**src/rtl/mem_responder_pkg.sv**
```systemverilog
// Shared widths, FSM state codes and the latched request payload for mem_responder.
package mem_responder_pkg;

  localparam int unsigned WORD_W = 12;
  localparam int unsigned CNT_W  = 4;

  localparam logic [1:0] ST_IDLE = 2'd0;
  localparam logic [1:0] ST_WAIT = 2'd1;
  localparam logic [1:0] ST_RESP = 2'd2;

  typedef struct packed {
    logic              write;
    logic [WORD_W-1:0] addr;
    logic [WORD_W-1:0] wdata;
  } mem_req_t;

endpackage

```
**src/rtl/mem_word_array.sv**
```systemverilog
// DEPTH x 12-bit word storage: synchronous write, combinational read. Contents are never reset.
module mem_word_array
  import mem_responder_pkg::*;
#(
  parameter  int unsigned DEPTH = 256,
  localparam int unsigned AW    = $clog2(DEPTH)
) (
  input  logic              clk,
  input  logic              we,
  input  logic [AW-1:0]     addr,
  input  logic [WORD_W-1:0] wdata,
  output logic [WORD_W-1:0] rdata_c
);

  logic [WORD_W-1:0] mem [DEPTH];

  always_ff @(posedge clk) begin
    if (we) mem[addr] <= wdata;
  end

  assign rdata_c = mem[addr];

endmodule

```
**src/rtl/mem_responder.sv**
```systemverilog
// Data-memory responder with request/ready handshake and fixed wait states.
// Optional out-of-range checking on upper address bits: MEM_RESPONDER_RANGE_CHECK_EN.
module mem_responder
  import mem_responder_pkg::*;
#(
  parameter int unsigned DEPTH       = 256,
  parameter int unsigned WAIT_CYCLES = 2
) (
  input  logic              clk,
  input  logic              reset,
  input  logic              MemoryRequest,
  input  logic              MemoryWrite,
  input  logic [WORD_W-1:0] Address,
  input  logic [WORD_W-1:0] WriteData,
  output logic [WORD_W-1:0] ReadData,
  output logic              MemoryReady,
  output logic              MemoryError
);

  localparam int unsigned AW = $clog2(DEPTH);

  logic [1:0]        state, state_nxt;
  logic [CNT_W-1:0]  cnt, cnt_nxt;
  mem_req_t          lat_q, lat_nxt, cur_c;
  logic              enter_resp_c;
  logic              in_range_c;
  logic              we_c;
  logic [AW-1:0]     idx_c;
  logic [WORD_W-1:0] arr_rdata_c;
  logic [WORD_W-1:0] rdata_nxt;

  // In IDLE the live inputs are the transaction; afterwards only the latched copy counts.
  always_comb begin
    state_nxt    = state;
    cnt_nxt      = cnt;
    lat_nxt      = lat_q;
    cur_c        = lat_q;
    case (state)
      ST_IDLE: begin
        cur_c = '{write: MemoryWrite, addr: Address, wdata: WriteData};
        if (MemoryRequest) begin
          lat_nxt = cur_c;
          if (WAIT_CYCLES > 0) begin
            state_nxt = ST_WAIT;
            cnt_nxt   = CNT_W'(WAIT_CYCLES - 1);
          end else begin
            state_nxt = ST_RESP;
          end
        end
      end
      ST_WAIT: begin
        if (cnt == '0) state_nxt = ST_RESP;
        else           cnt_nxt   = cnt - CNT_W'(1);
      end
      ST_RESP: state_nxt = ST_IDLE;
      default: state_nxt = ST_IDLE;
    endcase

    enter_resp_c = (state_nxt == ST_RESP);
`ifdef MEM_RESPONDER_RANGE_CHECK_EN
    in_range_c   = ((cur_c.addr >> AW) == '0);
`else
    in_range_c   = 1'b1;
`endif
    idx_c        = AW'(cur_c.addr);
    we_c         = enter_resp_c & cur_c.write & in_range_c;
    rdata_nxt    = ReadData;
    if (enter_resp_c && !cur_c.write) rdata_nxt = in_range_c ? arr_rdata_c : '0;
  end

  always_ff @(posedge clk or negedge reset) begin
    if (!reset) begin
      state       <= ST_IDLE;
      cnt         <= '0;
      lat_q       <= '0;
      ReadData    <= '0;
      MemoryReady <= 1'b0;
    end else begin
      state       <= state_nxt;
      cnt         <= cnt_nxt;
      lat_q       <= lat_nxt;
      ReadData    <= rdata_nxt;
      MemoryReady <= enter_resp_c;
    end
  end

`ifdef MEM_RESPONDER_RANGE_CHECK_EN
  logic err_q;

  always_ff @(posedge clk or negedge reset) begin
    if (!reset) err_q <= 1'b0;
    else        err_q <= enter_resp_c & ~in_range_c;
  end

  assign MemoryError = err_q;
`else
  assign MemoryError = 1'b0;
`endif

  mem_word_array #(.DEPTH(DEPTH)) u_array (
    .clk     (clk),
    .we      (we_c),
    .addr    (idx_c),
    .wdata   (cur_c.wdata),
    .rdata_c (arr_rdata_c)
  );

endmodule

```
**config.mk**
```make
export PLATFORM = sky130hd
export DESIGN_NAME = mem_responder
export DESIGN_NICKNAME = d
export VERILOG_FILES = /design/src/rtl/mem_responder_pkg.sv /design/src/rtl/mem_word_array.sv /design/src/rtl/mem_responder.sv
export SDC_FILE = /design/constraint.sdc
export NUM_CORES = 2
export LEC_CHECK = 0
export CAP_MARGIN = 5
export CORE_MARGIN = 2
export CORE_UTILIZATION = 30
export CTS_CLUSTER_DIAMETER = 150
export DETAILED_ROUTE_END_ITERATION = 10
export DONT_BUFFER_PORTS = 1
export PLACE_DENSITY = 0.51
export SLEW_MARGIN = 20
export SYNTH_ARGS = -nofsm -noshare
export SYNTH_HDL_FRONTEND = slang
export SYNTH_SLANG_ARGS = --single-unit
```
**constraint.sdc**
```tcl
create_clock -name clk -period 4.4 [get_ports clk]
set_input_delay 0.88 -clock clk [delete_from_list [all_inputs] [get_ports clk]]
set_output_delay 0.88 -clock clk [all_outputs]
set_load 0.02 [all_outputs]
```
==> flow_summary.json <==
{
  "synthArstFlopShare_pct": 1.29,
  "wl_per_cell_um": 29.5,
  "switching_power_mw": 39.8,
  "synth_edf_count": 3072,
  "hold_path.class": "primary input to register",
  "synth_ff_type": "edfxtp_1",
  "fin_crit_sh_pct": 96.8,
  "power_frac_seq_pct": 36.7,
  "grt.total_usage_pct": 18.0,
  "fin_skew_ns": 0.0500,
  "p_int_mw": 65.6,
  "critPathArrivalTime_ns": 5.02,
  "crit_path_frequent_cell": "buf_4",
  "cpLargestDelayFamily": "compound AO/OA/AOI/OAI gates",
  "power_mw": 105,
  "grt_max_degree": 111,
  "cts_tree": "done",
  "power.share.combinational_pct": 37.3,
  "ant_nets": 0,
  "netlist_instances": 6319,
  "die_area_um2": 389000,
  "globalRouteOverflowTotal": 0,
  "finalNonFillerCells": 12300,
  "std_cell_rows": 227,
  "dpl.cell_count": 11700,
  "cp_max_fo": 18,
  "fin_nets": 6988,
  "ys_seq_area_share_pct": 80.9,
  "core_area_um2": 382000,
  "yosysTopAreaCell": "edfxtp_1",
  "final_max_slew_viol_count": 0,
  "critPathKind": "register to register",
  "drive_above_1_share_pct": 18.9,
  "top_level_ports": 42,
  "io_buffers": 0,
  "tns_ns": 0,
  "crit_path_top_delay_cell": "o41ai_4",
  "synth_nets": 6349,
  "slew_headroom_pct": 26.8,
  "setup_viol": 0,
  "syn_area_um2": 115000,
  "synth_area_per_cell_um2": 18.2,
  "ys_types": 58,
  "grt_pass1_wl_um": 507000,
  "crit_chain": "nor2_8 > buf_12 > mux2i_4 > nand2_8 > buf_12 > buf_4 > a221o_1 > a221oi_1 > nor4_1 > buf_4 > o41ai_4 > buf_4 > o311a_1 > a31oi_1",
  "h-tree-depth": 5,
  "grt_pass1_vias": 66200,
  "hold_violations": 0,
  "cts-buffers-inserted": 331,
  "whs_ns": 0.106,
  "required_ns": 5.16,
  "wirelength_um": 361000,
  "grt_setup_unrepaired": "false",
  "dr.pass1.iters": 6,
  "cp-end-kind": "register",
  "max_slew.worst_pin.slew_ns": 1.09,
  "dr.first_iter.drc_count": 8645,
  "antenna_found_initial": 17,
  "setup.worst_path.start_class": "register",
  "max_stage_delay_ns": 0.65,
  "vias": 67400,
  "drv_cap": 0,
  "pwr-share-clk_pct": 26.0,
  "cts_sinks": 3112,
  "setup_ws_ns": 0.142,
  "fp.dieW_um": 624,
  "synthTopCellsByArea": "edfxtp_1 80%, a22oi_1 4.3%, a221o_1 3.7%",
  "clkLatencyLatePin_ns": 0.92,
  "place.gp.congestion": 0.844,
  "fp.dieH_um": 624,
  "synth_commonest_cells": "3072 x edfxtp_1, 665 x a22oi_1, 437 x a221oi_1",
  "viasPerCell": 5.50,
  "clock_path_buffers": 4,
  "leakagePower_nw": 43.3,
  "ys_warn_count": 0,
  "ir_worst_vdd_mv": 1.12,
  "synth-seq-cells": 3112,
  "start_util_pct": 30.1,
  "max_freq_mhz": 235,
  "synth.most_common_cell": "edfxtp_1",
  "drc": 0,
  "syn2layout_area_growth_pct": 19.5,
  "path_buf_inv": 5,
  "ctsRootBufferMaster": "clkbuf_16",
  "dpl_worst_slack_ns": -0.498,
  "clk_pin_slew_ns": 0.06,
  "synth_top_area_share_pct": 80.1,
  "min_period_ns": 4.26,
  "dpl.hpwl_um": 221000,
  "status": "finished clean",
  "power.share.switching_pct": 37.7,
  "p_per_area_nw_per_um2": 766
}
## routing by layer
| metal | vias to the layer above | part of all wire (%) | routed length (um) | track usage (%) |
|---|---|---|---|---|
| met3 | 519 | 8.0 | 28700 | 2.92 |
| met1 | 35500 | 42 | 151000 | 25.0 |
| met2 | 3105 | 47 | 170000 | 28.8 |
| met5 | - | 0.0019 | 7 | 0 |
| li1 | 28300 | - | - | - |
| met4 | 2 | 3.2 | 11700 | 5.37 |
## layout make-up
cell class	instances	area, um^2
diodes	3	7.51
well taps	5038	6300
fillers	35500	245000
clock inverters	206	2030
flip-flops and latches	3112	93200
multi-input cells	2712	20100
repair buffers	799	7370
inverters	2	7.51
clock buffers	393	8630
## what timing repair did
item | 4_1_cts | 5_1_grt
pin swaps | 1 | 1
setup buffers | 2 | 4
hold buffers | 2 | 0
endpoints found under the setup margin | 5 | 2
resized for setup | 7 | 1
hold endpoints to repair | 40 | 0
## worst register-to-register path, stage by stage (launching register included)
cell and delay [ns]:
dfrtp_1 0.48, nor2_8 0.17, buf_12 0.17, mux2i_4 0.39, nand2_8 0.33, buf_12 0.28
buf_4 0.17, a221o_1 0.26, a221oi_1 0.39, nor4_1 0.10, buf_4 0.18, o41ai_4 0.65
buf_4 0.25, o311a_1 0.20, a31oi_1 0.09
## flip-flops by register name (all words and copies together), names as in the netlist
| signal | cells |
|---|---|
| u_array.mem | 3072 |
| lat_q | 21 |
| ReadData | 12 |
| cnt | 4 |
| state | 2 |
| MemoryReady | 1 |
## power groups by stage
stage / Sequential (mW) / Combinational, mW / Clock (mW)
finish: 38.7 / 39.3 / 27.4
global route: 38.7 / 41.2 / 29.0
CTS: 38.7 / 39.2 / 27.8
detailed placement: 39.3 / 39.0 / 0
global placement: 39.3 / 38.6 / 0
floorplan: 39.7 / 18.0 / 0
## cell families (layout without fill, tap and decap cells)
| kind of cell | after synthesis | count (layout) | synth area share, % |
|---|---|---|---|
| flops | 3112 | 3112 | 80.9 |
| compound gates | 1734 | 1734 | 12.6 |
| simple gates | 931 | 931 | 3.87 |
| buf+inv | 495 | 1400 | 2.09 |
| mux | 43 | 43 | 0.443 |
| fa+ha+maj | 2 | 2 | 0.0217 |
| other cells | 1 | 4 | 0.00325 |
| xor+xnor | 1 | 1 | 0.00760 |
## final timing paths
path | start | endpoint | slack (ns) | cells after the start
hold reg to reg | cnt[0] | cnt[0] | 0.49 | 1
min in group asynchronous | reset | cnt[3] | 0.48 | 2
hold / removal | Address[4] | lat_q[16] | 0.11 | 1
setup reg to reg | state[0] | ReadData[11] | 0.14 | 14
max in group asynchronous | reset | ReadData[0] | 3.60 | 2
setup / recovery | state[0] | ReadData[11] | 0.14 | 14
## placed cells by master (no fill, tap or decap), types with 73 or more instances in the layout
cell,n
a221o_1,427
a221oi_1,437
a22oi_1,665
buf_12,107
buf_4,689
clkbuf_16,335
clkinv_2,73
edfxtp_1,3072
nand2_1,105
nand3_1,319
nor2_1,278
nor4_1,106
## metrics by stage
stage	utilization, %	area, um^2
finish	36.0	138000
global route	36.0	138000
CTS	36.0	138000
detailed placement	33.2	127000
global placement	33.2	127000
floorplan	-	115000
(Power assumes the default switching activity.)
